## src/rtl/sw_leds_demux_pkg.sv

```systemverilog
// Shared types and default widths for the X/Y nibble demultiplexer.
package sw_leds_demux_pkg;

  // Reassembly FSM: waiting for X, waiting for Y, holding a complete pair.
  typedef enum logic [1:0] {
    EXP_X = 2'd0,
    EXP_Y = 2'd1,
    FULL  = 2'd2
  } state_e;

  localparam int DEF_DATA_W = 4;
  localparam int DEF_ERR_W  = 4;
  localparam int DEF_CNT_W  = 8;

endpackage

```

## src/rtl/sw_leds_demux_sat_counter.sv

```systemverilog
// Saturating up-counter: counts inc pulses and sticks at all-ones.
module sat_counter #(
  parameter int WIDTH = 4
) (
  input  logic             clk,
  input  logic             reset,
  input  logic             inc,
  output logic [WIDTH-1:0] count
);

  logic [WIDTH-1:0] r_count;

  // Increment on inc unless already at the maximum value.
  always_ff @(posedge clk or posedge reset) begin
    if (reset)
      r_count <= '0;
    else if (inc && (r_count != {WIDTH{1'b1}}))
      r_count <= r_count + {{(WIDTH-1){1'b0}}, 1'b1};
  end

  assign count = r_count;

endmodule

```

## src/rtl/sw_leds_demux.sv

```systemverilog
// Reassembles X/Y operands from a time-multiplexed nibble stream into a
// registered pair with valid/ready handshake, plus sequence-error and pair
// counters.
module sw_leds_demux
  import sw_leds_demux_pkg::*;
#(
  parameter int DATA_W = DEF_DATA_W,
  parameter int ERR_W  = DEF_ERR_W,
  parameter int CNT_W  = DEF_CNT_W
) (
  input  logic              CLOCK_50,
  input  logic              RESET,
  input  logic [DATA_W-1:0] mux_data,
  input  logic              mux_sel,
  input  logic              in_valid,
  output logic              in_ready,
  output logic [DATA_W-1:0] x_out,
  output logic [DATA_W-1:0] y_out,
  output logic              out_valid,
  input  logic              out_ready,
  output logic              seq_err,
  output logic [ERR_W-1:0]  err_cnt,
  output logic [CNT_W-1:0]  pair_cnt
);

  state_e            r_state;
  logic [DATA_W-1:0] r_x;
  logic [DATA_W-1:0] r_y;
  logic              r_out_valid;
  logic              r_seq_err;
  logic [CNT_W-1:0]  r_pair_cnt;

  logic w_accept;
  logic w_viol;

  // Ready is a pure state decode so it never combinationally depends on inputs.
  assign in_ready = (r_state != FULL);
  assign w_accept = in_valid & in_ready;

  // A Y while waiting for X, or an X while waiting for Y, breaks the sequence.
  assign w_viol = w_accept &&
                  (((r_state == EXP_X) &&  mux_sel) ||
                   ((r_state == EXP_Y) && !mux_sel));

  // FSM, operand registers, pair counter and registered error pulse.
  always_ff @(posedge CLOCK_50 or posedge RESET) begin
    if (RESET) begin
      r_state     <= EXP_X;
      r_x         <= '0;
      r_y         <= '0;
      r_out_valid <= 1'b0;
      r_seq_err   <= 1'b0;
      r_pair_cnt  <= '0;
    end else begin
      r_seq_err <= w_viol;
      case (r_state)
        EXP_X: begin
          // A stray Y is dropped; only the error pulse/counter see it.
          if (w_accept && !mux_sel) begin
            r_x     <= mux_data;
            r_state <= EXP_Y;
          end
        end
        EXP_Y: begin
          if (w_accept) begin
            if (mux_sel) begin
              r_y         <= mux_data;
              r_out_valid <= 1'b1;
              r_state     <= FULL;
            end else begin
              // A repeated X resynchronises on the newest X value.
              r_x <= mux_data;
            end
          end
        end
        FULL: begin
          // Hold the pair until downstream takes it; inputs are not accepted.
          if (out_ready) begin
            r_out_valid <= 1'b0;
            r_pair_cnt  <= r_pair_cnt + {{(CNT_W-1){1'b0}}, 1'b1};
            r_state     <= EXP_X;
          end
        end
        default: r_state <= EXP_X;
      endcase
    end
  end

  sat_counter #(
    .WIDTH (ERR_W)
  ) u_err_cnt (
    .clk   (CLOCK_50),
    .reset (RESET),
    .inc   (w_viol),
    .count (err_cnt)
  );

  assign x_out     = r_x;
  assign y_out     = r_y;
  assign out_valid = r_out_valid;
  assign seq_err   = r_seq_err;
  assign pair_cnt  = r_pair_cnt;

endmodule

```

## config.mk

```make
export PLATFORM = sky130hd
export DESIGN_NAME = sw_leds_demux
export DESIGN_NICKNAME = d
export VERILOG_FILES = /design/src/rtl/sw_leds_demux_pkg.sv /design/src/rtl/sw_leds_demux_sat_counter.sv /design/src/rtl/sw_leds_demux.sv
export SDC_FILE = /design/constraint.sdc
export NUM_CORES = 1
export LEC_CHECK = 0
export ABC_CLOCK_PERIOD_IN_PS = 1900
export BUFFER_PORTS_ARGS = -buffer_cell sky130_fd_sc_hd__buf_2
export CORE_MARGIN = 8
export CORE_UTILIZATION = 35
export CTS_CLUSTER_DIAMETER = 40
export DETAILED_ROUTE_END_ITERATION = 16
export GPL_TIMING_DRIVEN = 1
export SETUP_SLACK_MARGIN = 0.3
export SYNTH_ARGS = -nofsm -noshare
export SYNTH_HDL_FRONTEND = slang
export SYNTH_SLANG_ARGS = --single-unit
```

## constraint.sdc

```tcl
create_clock -name CLOCK_50 -period 1.9 [get_ports CLOCK_50]
set_input_delay 0.19 -clock CLOCK_50 [delete_from_list [all_inputs] [get_ports CLOCK_50]]
set_output_delay 0.19 -clock CLOCK_50 [all_outputs]
set_load 0.01 [all_outputs]
```

; Word-level counts from Yosys, hierarchy flattened
; Index checks and enable logic that the tools add are counted.
[classes]
n_addsub = 2
mux = 13
eq_ne = 9
n_reduce_logical = 15
n_bitwise = 1
[op_table]
columns = op, count
row1 = $mux 4, 3
row2 = $reduce_and 4->1, 3
row3 = $ne 2x2->1 const B, 5
row4 = $add 8x1->8 const B, 1
row5 = $mux 2, 4
row6 = $pmux 4 s2, 1
row7 = $pmux 2 s3, 1
row8 = $logic_and 1x1->1, 5
row9 = $add 4x1->4 const B, 1
row10 = $ne 4x4->1 const B, 1
row11 = $reduce_bool 2->1, 2
row12 = $mux 1, 3
row13 = $reduce_and 3->1, 1
row14 = $eq 2x1->1 const B, 1
row15 = $eq 2x2->1 const B, 1
row16 = $logic_not 2->1, 1
row17 = $ne 2x1->1 const B, 1
row18 = $pmux 1 s2, 1
row19 = $reduce_and 2->1, 1
row20 = $and 1x1->1, 1
row21 = $logic_not 1->1, 1
row22 = $logic_or 1x1->1, 1
[totals]
output_inout_bits = 23
input_bits = 9
register_bits = 24
wordCells = 47

; Longest topological paths before layout
; Gate-level depths: netlist (run 1).
[depth]
ltp_word = 5
depth_mapped = 4
ltp_nobuf = 4

; Modules after synthesis
; From an unflattened synthesis (run 1), not the netlist that was laid out.
[hier_totals]
cells_unflattened = 81
hier_area_um2 = 1086.0
[modules_own_cells]
columns = mod, seq_area_each_um2, n_inst, cells_per_inst, area_per_inst_um2
row1 = sw_leds_demux, 500.5, 1, 60, 872.1
row2 = sat_counter, 100.1, 1, 21, 214.0

; Worst setup path after synthesis (run 1)
; No wires, ideal clock.
[synth_timing]
path_kind = flip-flop to flip-flop
start = register u_err_cnt.r_count[0], in the netlist u_err_cnt.count[0]
end = register u_err_cnt.r_count[1], in the netlist u_err_cnt.count[1]
stages_incl_launch_ff = 5
setup_time_ns = 0.125
setup_slack_ns = 0.612
t_required_ns = 1.775
arrival_ns = 1.163
path_cell_list = dfrtp_1 ha_1 nand3_1 nand3_2 mux2_4
[synth_between]
elab_chain_len = 2
elab_cells_between_ends = 3
[synth_lines]
columns = item, line_no
row1 = from (decl), sw_leds_demux_sat_counter.sv:11  ; logic [WIDTH-1:0] r_count;
row2 = from (signal assigned), sw_leds_demux_sat_counter.sv:18  ; r_count <= r_count + {{(WIDTH-1){1'b0}}, 1'b1};
row3 = branches (longest 2 deep; another with $add 4x1->4), --
; Parallel ways; which one is timed is not known.
; A chain may end at the register's enable or synchronous reset.

; Worst setup path in the final report (run 1)
[layout_timing]
start = register r_state[1]
end = register r_y[2], in the netlist y_out[2]
[layout_between]
elab_chain_len = 3
elab_cells_between_ends = 4
[layout_lines]
columns = item, line_no
row1 = from (decl), sw_leds_demux.sv:26  ; state_e r_state;
row2 = from (signal assigned), sw_leds_demux.sv:48  ; r_state <= EXP_X;
row3 = from (signal assigned), sw_leds_demux.sv:61  ; r_state <= EXP_Y;
row4 = from (signal assigned), sw_leds_demux.sv:69  ; r_state <= FULL;
row5 = $ne 2x2->1, sw_leds_demux.sv:37  ; assign in_ready = (r_state != FULL);
row6 = $and 1x1->1, sw_leds_demux.sv:38  ; assign w_accept = in_valid & in_ready;
row7 = $reduce_and 3->1 (no line) (*), --
row8 = to (signal assigned), sw_leds_demux.sv:67  ; r_y <= mux_data;
row9 = to (decl), sw_leds_demux.sv:28  ; logic [DATA_W-1:0] r_y;
; Every way passes the cells marked *; elsewhere a longest branch is shown, timed or not.

==> metrics.yaml, run 1 <==
outcome:
  status: "complete, no violations"
sta:
  min_period_ns: 1.36
  maxSlewViolCount: 0
  hold_viol: 0
  setup_violations: 0
  period_share_pct: 71.6
  slew_headroom_pct: 79.6
  fin_tns_setup_ns: 0
  hold_ws_ns: 0.0870
  skew_ns: 0.00227
  tightest_slew_ns: 0.306
  max_freq_mhz: 735
  rsz0062_at_grt: "false"
setup_path:
  worstPathMaxFanout: 6
  startpoint_type: "flop"
  r2r_slack_ns: 0.54
  required_ns: 2.11
  critPathArrivalTime_ns: 1.57
  crit_type: "reg2reg"
  worstSetupEndpointType: "flop"
cells_and_area:
  final_nets: 125
  antenna_cells: 0
  multiInputGateArea_um2: 412
  fillers: 266
  synthToLayoutAreaGrowth_pct: 26.0
  drive_above_1_share_pct: 43.4
  seqCellArea_um2: 601
synthesis:
  yosys-top-cells-area: "dfrtp_1 59%, mux2_2 10%, xnor2_1 3.4%"
  synth_common_cells: "24 x dfrtp_1, 9 x mux2_2, 5 x nand3_1"
  synth.avg_cell_area_um2: 13.4
  yosys.area.top_type: "dfrtp_1"
  ys_seq_area_share_pct: 59.1
  netlist_area_um2: 1020
  yosys_most_used_dff: "dfrtp_1"
  synth_cell_types: 25
  synth_top_area_share_pct: 59.1
  async_flop_share_pct: 100
  synth-seq-cells: 24
  syn_nets: 87
  synth_cells: 76
  yosysWarnings: 0
  synth_edf_count: 0
  yosysMostFrequentCell: "dfrtp_1"
grt:
  grt_max_degree: 25
  track_usage_pct: 8.23
  grt_pass1_wl_um: 3290
  grt_pass1_vias: 689
  grt_overflow_total: 0
  antenna_found_initial: 0
clock_tree:
  htree_levels: 1
  cts_setup_buffers: 0
  clock_path_buffers: 2
  hold_buffers: 1
  cts_tree: "done"
  clock-sinks: 24
  root_buffer: "clkbuf_4"
  cts_buffers: 3
  insertion_delay_ns: 0.31
  cts_resized: 0
  path_clk_slew_ns: 0.13
run:
  max_cap_viol_count: 0
detailed_routing:
  dr.pass1.iters: 4
  num_vias: 692
  wl_per_cell_um: 13.7
  antenna_left: 0
  wl_um: 1980
  vias_per_cell: 4.81
  drcViolationCount: 0
  drt-initial-drc-count: 17
worst_hold_path:
  hold_path_class: "in2reg"
floorplan:
  core_um2: 2760
  placementRows: 19
  dieArea_um2: 4880
  start_util_pct: 36.8
  die_h_um: 69.9
  ios: 32
  die_x_um: 69.9
power:
  p_switching_w: 0.000488
  pwr-share-comb_pct: 29.6
  p_int_w: 0.00110
  ir_worst_vdd_uv: 788
  cellLeakagePower_nw: 0.650
  p_per_area_nw_per_um2: 1240
  p_clk_share_pct: 22.9
  seq_power_share_pct: 47.5
  swShare_pct: 30.7
placed_design:
  gp_congestion: 0.750
  numPortBuffers: 31
  place_hpwl_um: 1510
[per-stage QoR]
stage               total power (W)  instance area, µm²  std cells  setup WS (ns)  util [%]
finish                      0.00159                1280        144          0.540      46.4
CTS                         0.00162                1280        144          0.489      46.4
detailed placement          0.00125                1220        139          0.516      44.1
floorplan                   0.00105                1020         76          0.612         -
global route                0.00170                1280        144          0.411      46.4
global placement            0.00124                1220        139          0.559      44.1
[cell type report]
| cell class | count | area share (%) |
|---|---|---|
| flip-flops and latches | 24 | 46.9 |
| repair buffers | 33 | 13.5 |
| well taps | 31 | 3.03 |
| clock buffers | 3 | 1.76 |
| multi-input cells | 51 | 32.2 |
| inverters | 1 | 0.293 |
| clock inverters | 1 | 2.35 |
[flip-flops by register name, summed over array words and instances (netlist names)]
signal	count
out_valid	1
pair_cnt	8
r_state	2
u_err_cnt.count	4
y_out	4
x_out	4
seq_err	1
[layout by cell type, fill, tap and decap left out]
cell and n:
a211oi_1 1, a31oi_1 4, and2_1 1, and2b_1 1, and3_1 2, and4b_1 1, buf_2 31, buf_4 1
bufinv_16 1, clkbuf_4 3, dfrtp_1 24, dlygate4sd3_1 1, ha_1 2, inv_1 1, mux2_2 9, mux2_4 1
nand2_1 3, nand2b_1 1, nand3_1 5, nand3_2 1, nand3b_1 1, nand4_1 1, nor2_1 2, nor2b_1 2
nor2b_4 1, nor3_1 2, o21ai_0 1, xnor2_1 4, xor2_1 4, xor2_2 1
[logic make-up (layout without fill, tap and decap cells)]
logic type,Yosys count,count (layout),share of synthesized area [%]
AOI/OAI and AO/OA,6,6,3.69
adders and majority gates,2,2,2.46
and+or+nand+nor,24,24,14.4
buffers and inverters,1,38,0.369
xor gates and xnor gates,9,9,8.50
DFF,24,24,59.1
muxes,10,10,11.5
[power by group through the flow]
stage	sequential [W]	clock [W]	combinational, W
4_1_cts	0.000757	0.000382	0.000484
2_1_floorplan	0.000817	0	0.000231
3_5_place_dp	0.000768	0	0.000482
6_report	0.000755	0.000363	0.000471
3_3_place_gp	0.000764	0	0.000480
5_1_grt	0.000777	0.000394	0.000530
[metal layers]
| metal | wire length, µm | part of all wire, % | global-route usage [%] | up-vias |
|---|---|---|---|---|
| met3 | 84 | 4.2 | 1.69 | 2 |
| met4 | 42 | 2.1 | 6.70 | 0 |
| met1 | 911 | 46 | 9.73 | 333 |
| met2 | 940 | 47 | 12.6 | 15 |
| met5 | 0 | 0 | 0 | - |
| li1 | - | - | - | 342 |
[final timing paths]
path,depth (start not counted),startpoint,end
setup / recovery,3,r_state[1]$_DFFE_PP0P_,y_out[2]$_DFFE_PP0P_
hold / removal,2,in_valid,r_state[0]$_DFFE_PP0P_
setup reg to reg,3,r_state[1]$_DFFE_PP0P_,y_out[2]$_DFFE_PP0P_
hold reg to reg,1,pair_cnt[7]$_DFFE_PP0P_,pair_cnt[7]$_DFFE_PP0P_
max in group asynchronous,4,RESET,r_state[0]$_DFFE_PP0P_
min in group asynchronous,4,RESET,u_err_cnt.count[1]$_DFFE_PP0P_
[worst max-delay path, cell delays in order (launching register included)]
cell and delay (ns):
dfrtp_1 0.46, nor2b_4 0.19, nand3_1 0.26, mux2_2 0.35
No activity file was read; power rests on OpenSTA's default activity.
==> run 2: changes to the inputs <==
--- a/config.mk
+++ b/config.mk
@@ -5,7 +5,7 @@
 export SDC_FILE = /design/constraint.sdc
 export NUM_CORES = 1
 export LEC_CHECK = 0
-export ABC_CLOCK_PERIOD_IN_PS = 1900
+export ABC_CLOCK_PERIOD_IN_PS = 1430
 export BUFFER_PORTS_ARGS = -buffer_cell sky130_fd_sc_hd__buf_2
 export CORE_MARGIN = 8
 export CORE_UTILIZATION = 35
==> constraint.sdc (replaced) <==
create_clock -name CLOCK_50 -period 1.43 [get_ports CLOCK_50]
set_input_delay 0.143 -clock CLOCK_50 [delete_from_list [all_inputs] [get_ports CLOCK_50]]
set_output_delay 0.143 -clock CLOCK_50 [all_outputs]
set_load 0.01 [all_outputs]
==> metrics.yaml, run 2 (synthesis results as in run 1) <==
setup_path:
  startpoint_type: "flop"
  reg2reg_to: "x_out[2]$_DFFE_PP0P_"
  crit_start: "r_state[1]$_DFFE_PP0P_"
  required_ns: 1.64
  critPathTopFamily: "flip-flops"
  critPathSlowestCell: "dfrtp_2"
  slowest_delay_ns: 0.47
  crit_type: "reg2reg"
  worstReg2RegStart: "r_state[1]$_DFFE_PP0P_"
  reg2reg_depth: 3
  path_depth: 3
  worstSetupEndpointType: "flop"
  critPathArrivalTime_ns: 1.46
  crit_end: "x_out[2]$_DFFE_PP0P_"
  worstPathMaxFanout: 5
  path_cells: "nor2b_4 -> and2b_2 -> mux2_4"
  r2r_slack_ns: 0.17
  path_buf_inv: 0
floorplan:
  die_x_um: 69.9
  dieArea_um2: 4880
  die_h_um: 69.9
  start_util_pct: 36.8
  placementRows: 19
  ios: 32
  core_um2: 2760
run:
  max_cap_viol_count: 0
clock_tree:
  cts_tree: "done"
  clock-sinks: 24
  insertion_delay_ns: 0.31
  htree_levels: 1
  clock_path_buffers: 2
  path_clk_slew_ns: 0.13
  cts_buffers: 3
  root_buffer: "clkbuf_4"
sta:
  rsz0062_at_grt: "true"
  hold_ws_ns: 0.0276
  max_freq_mhz: 797
  setup_violations: 0
  min_period_ns: 1.26
  skew_ns: 0.00616
  period_share_pct: 87.8
  tightest_slew_ns: 0.299
  slew_headroom_pct: 80.0
  fin_tns_setup_ns: 0
  hold_viol: 0
  maxSlewViolCount: 0
grt:
  track_usage_pct: 8.89
  grt_pass1_wl_um: 3620
  antenna_found_initial: 0
  grt_max_degree: 25
  grt_pass1_vias: 787
  grt_overflow_total: 0
detailed_routing:
  wl_per_cell_um: 14.8
  drt-initial-drc-count: 23
  wl_um: 2240
  dr.pass1.iters: 3
  vias_per_cell: 4.87
  antenna_left: 0
  drcViolationCount: 0
  num_vias: 740
cells_and_area:
  largest_reg_flops: 8
  antenna_cells: 0
  final_common_cell: "buf_2"
  layout_common_cells: "31 x buf_2, 18 x dfrtp_1, 7 x buf_4, 6 x dfrtp_2"
  seqCellArea_um2: 608
  final_nets: 133
  drive_above_1_share_pct: 63.6
  fillers: 257
  fin_area_um2: 1420
  synthToLayoutAreaGrowth_pct: 40.0
  multiInputGateArea_um2: 495
power:
  cellLeakagePower_nw: 0.711
  pwr-share-comb_pct: 36.1
  seq_power_share_pct: 47.4
  p_switching_w: 0.000707
  p_int_w: 0.00144
  swShare_pct: 33.0
  p_clk_share_pct: 16.5
  ir_worst_vdd_uv: 829
  power_w: 0.00214
  p_per_area_nw_per_um2: 1510
worst_hold_path:
  hold_path_class: "in2reg"
placed_design:
  placed_cell_area_um2: 1240
  place_hpwl_um: 1590
  numPortBuffers: 31
  gp_congestion: 0.678
outcome:
  status: "complete, no violations"
run 2: cell types whose count changed in the layout (fill, tap and decap cells not counted), moves of 4 or more:
cell,change
buf_4,+6
nand3_1,-5
dfrtp_2,+6
dfrtp_1,-6
mux2_4,+4
mux2_2,-4
nand3_2,+4
run 2: final cells by class:
type,instances,share of cell area (%)
sequential,24,42.7
multi-input combinational,51,34.8
timing repair buffer,41,16.9
tap,31,2.73
clock buffer,4,2.55
inverter,1,0.264
run 2: per-layer routing:
| metal | part of all wire, % | track usage (%) | vias up |
|---|---|---|---|
| met5 | 0 | 0 | - |
| met1 | 40 | 9.94 | 361 |
| li1 | - | - | 357 |
| met2 | 51 | 14.3 | 20 |
| met3 | 7.8 | 5.08 | 2 |
| met4 | 1.1 | 2.01 | 0 |
run 2: power by group through the flow:
stage | clock network [W] | registers (W) | logic (W)
5_1_grt | 0.000389 | 0.00105 | 0.000843
4_1_cts | 0.000363 | 0.00102 | 0.000739
2_1_floorplan | 0 | 0.00109 | 0.000322
3_3_place_gp | 0 | 0.00103 | 0.000650
6_report | 0.000354 | 0.00102 | 0.000774
3_5_place_dp | 0 | 0.00104 | 0.000659
run 2: worst min path at each step:
stage | from | to | cells after the start
floorplan | RESET | out_valid$_DFFE_PP0P_ | 1
global route | in_valid | r_state[0]$_DFFE_PP0P_ | 2
finish | out_ready | r_state[1]$_DFFE_PP0P_ | 2
global placement | RESET | pair_cnt[7]$_DFFE_PP0P_ | 3
detailed placement | RESET | pair_cnt[7]$_DFFE_PP0P_ | 3
CTS | out_ready | r_state[1]$_DFFE_PP0P_ | 2
run 2: metrics by stage:
stage	setup WS (ns)	utilization [%]	std cells
2_1_floorplan	0.208	-	76
3_3_place_gp	0.125	45.0	139
3_5_place_dp	0.0644	45.0	139
4_1_cts	0.159	48.8	149
5_1_grt	0.117	51.6	152
6_report	0.175	51.6	152
run 2: what timing repair did:
item,in CTS,in global routing
gates cloned,0,0
gates resized for setup,7,15
hold buffers,1,0
buffers inserted,5,3
pin swaps,4,2
endpoints found under the hold margin,24,0
endpoints found under the setup margin,20,26
==> run 3: changes to the inputs <==
--- a/config.mk
+++ b/config.mk
@@ -15,4 +15,5 @@
 export SETUP_SLACK_MARGIN = 0.3
 export SYNTH_ARGS = -nofsm -noshare
 export SYNTH_HDL_FRONTEND = slang
+export SYNTH_HIERARCHICAL = 1
 export SYNTH_SLANG_ARGS = --single-unit
==> metrics.yaml, run 3 <==
grt:
  grt_pass1_vias: 821
  grt_overflow_total: 0
  grt_max_degree: 21
  track_usage_pct: 9.31
  grt_pass1_wl_um: 3880
  antenna_found_initial: 0
synthesis:
  yosysMostFrequentCell: "dfrtp_1"
  synth_top_area_share_pct: 55.3
  synth_edf_count: 0
  yosysWarnings: 6
  synth_cells: 81
  synth.avg_cell_area_um2: 13.4
  async_flop_share_pct: 100
  yosys.area.top_type: "dfrtp_1"
  syn_nets: 92
  synth_common_cells: "24 x dfrtp_1, 5 x mux2_2"
  yosys-top-cells-area: "dfrtp_1 55%, mux2_4 5.5%, mux2_2 5.2%"
  netlist_area_um2: 1090
  synth_cell_types: 27
  synth-seq-cells: 24
  ys_seq_area_share_pct: 55.3
  yosys_most_used_dff: "dfrtp_1"
power:
  p_int_w: 0.00161
  ir_worst_vdd_uv: 1010
  p_per_area_nw_per_um2: 1560
  seq_power_share_pct: 42.6
  p_switching_w: 0.000800
  cellLeakagePower_nw: 0.801
  p_clk_share_pct: 14.7
  swShare_pct: 33.2
  pwr-share-comb_pct: 42.7
setup_path:
  startpoint_type: "flop"
  crit_type: "reg2out"
  critPathArrivalTime_ns: 1.17
  required_ns: 1.29
  worstSetupEndpointType: "primary output"
  worstPathMaxFanout: 5
clock_tree:
  htree_levels: 1
  clock-sinks: 24
  path_clk_slew_ns: 0.14
  clock_path_buffers: 2
  insertion_delay_ns: 0.32
  cts_tree: "done"
  root_buffer: "clkbuf_4"
  cts_buffers: 3
run:
  max_cap_viol_count: 0
detailed_routing:
  wl_um: 2470
  dr.pass1.iters: 4
  wl_per_cell_um: 15.0
  drcViolationCount: 0
  num_vias: 833
  vias_per_cell: 5.08
  drt-initial-drc-count: 32
  antenna_left: 0
cells_and_area:
  layout.cells.non_filler: 164
  final_common_cell: "buf_2"
  drive_above_1_share_pct: 59.5
  antenna_cells: 0
  synthToLayoutAreaGrowth_pct: 42.7
  largest_reg_flops: 8
  final_nets: 143
  layout_common_cells: "28 x buf_2, 19 x dfrtp_1, 9 x buf_6, 8 x mux2_4, 8 x buf_4"
placed_design:
  place_hpwl_um: 1730
  gp_congestion: 0.695
  numPortBuffers: 31
  dp_cells: 147
floorplan:
  die_x_um: 71.7
  ios: 32
  start_util_pct: 36.2
  placementRows: 20
  dieArea_um2: 5140
  core_um2: 3000
  die_h_um: 71.7
sta:
  rsz0062_at_grt: "true"
  fin_tns_setup_ns: 0
  min_period_ns: 1.31
  hold_viol: 0
  period_share_pct: 91.8
  maxSlewViolCount: 0
  setup_violations: 0
  max_freq_mhz: 761
  tightest_slew_ns: 0.298
  slew_headroom_pct: 80.1
  skew_ns: 0.0173
worst_hold_path:
  hold_path_class: "in2reg"
outcome:
  status: "complete, no violations"
## run 3: cell types whose count changed in the layout (fill, tap and decap cells not counted), moves of 3 or more
cell	previous run	this run
a31oi_1	4	1
nor2_4	0	3
buf_2	31	28
mux2_2	5	1
buf_6	2	9
nand4_1	1	4
nand3_2	5	2
mux2_4	5	8
## run 3: final timing paths
path / from / endpoint / slack [ns] / cells past startpoint
setup / recovery: r_state[0]$_DFFE_PP0P_ / in_ready / 0.12 / 2
hold / removal: mux_data[3] / x_out[3]$_DFFE_PP0P_ / 0.08 / 2
hold reg to reg: pair_cnt[7]$_DFFE_PP0P_ / pair_cnt[7]$_DFFE_PP0P_ / 0.46 / 1
min in group asynchronous: RESET / u_err_cnt/count[2]$_DFFE_PP0P_ / 0.24 / 3
setup reg to reg: r_state[0]$_DFFE_PP0P_ / u_err_cnt/count[3]$_DFFE_PP0P_ / 0.14 / 4
max in group asynchronous: RESET / r_state[1]$_DFFE_PP0P_ / 0.81 / 4
## run 3: cells by family after synthesis
kind of cell	share of synthesized area, %
compound gates	3.57
xor+xnor	6.45
fa+ha+maj	2.30
buf+inv	0.692
flops	55.3
mux	11.8
simple gates	19.9
## run 3: power groups by stage
| stage | combinational [W] | sequential [W] | clock (W) |
|---|---|---|---|
| 6_report | 0.00103 | 0.00103 | 0.000354 |
| 5_1_grt | 0.00112 | 0.00105 | 0.000392 |
| 4_1_cts | 0.000878 | 0.00101 | 0.000362 |
| 3_5_place_dp | 0.000666 | 0.00105 | 0 |
| 3_3_place_gp | 0.000646 | 0.00104 | 0 |
| 2_1_floorplan | 0.000311 | 0.00111 | 0 |
## run 3: area by class of cell
class | instances | area [µm²]
fillers | 277 | 1450
flip-flops and latches | 24 | 607
multi-input cells | 55 | 547
repair buffers | 46 | 312
well taps | 33 | 41.3
clock buffers | 4 | 36.3
inverters | 2 | 7.51
## run 3: repair_timing
item / in CTS / in global routing
hold buffers: 1 / 0
resized for setup: 10 / 17
endpoints found under the hold margin: 24 / 0
setup endpoints to repair: 18 / 28
buffers inserted: 8 / 4
pin swaps: 8 / 1
## run 3: per-stage QoR
step	cell area (µm²)	hold WS [ns]	worst slack (ns)	utilization (%)	total power [W]
global route	1550	0.0677	0.0650	51.6	0.00256
detailed placement	1310	0.0441	0.157	43.8	0.00172
finish	1550	0.0830	0.117	51.6	0.00241
floorplan	1100	-0.0909	0.151	-	0.00142
global placement	1310	0.0363	0.200	43.8	0.00169
CTS	1460	0.0750	0.110	48.6	0.00225
## run 3: routing by layer
layer,share of wire [%],track usage [%],vias up
met5,0,0,-
met4,0.93,3.40,0
met3,5.7,2.23,2
met2,51,15.8,18
met1,42,11.1,421
li1,-,-,392
## run 3: critical path, cell delays in order (launching register included)
cell and delay, ns:
dfrtp_2 0.47, or2b_1 0.24, buf_2 0.15
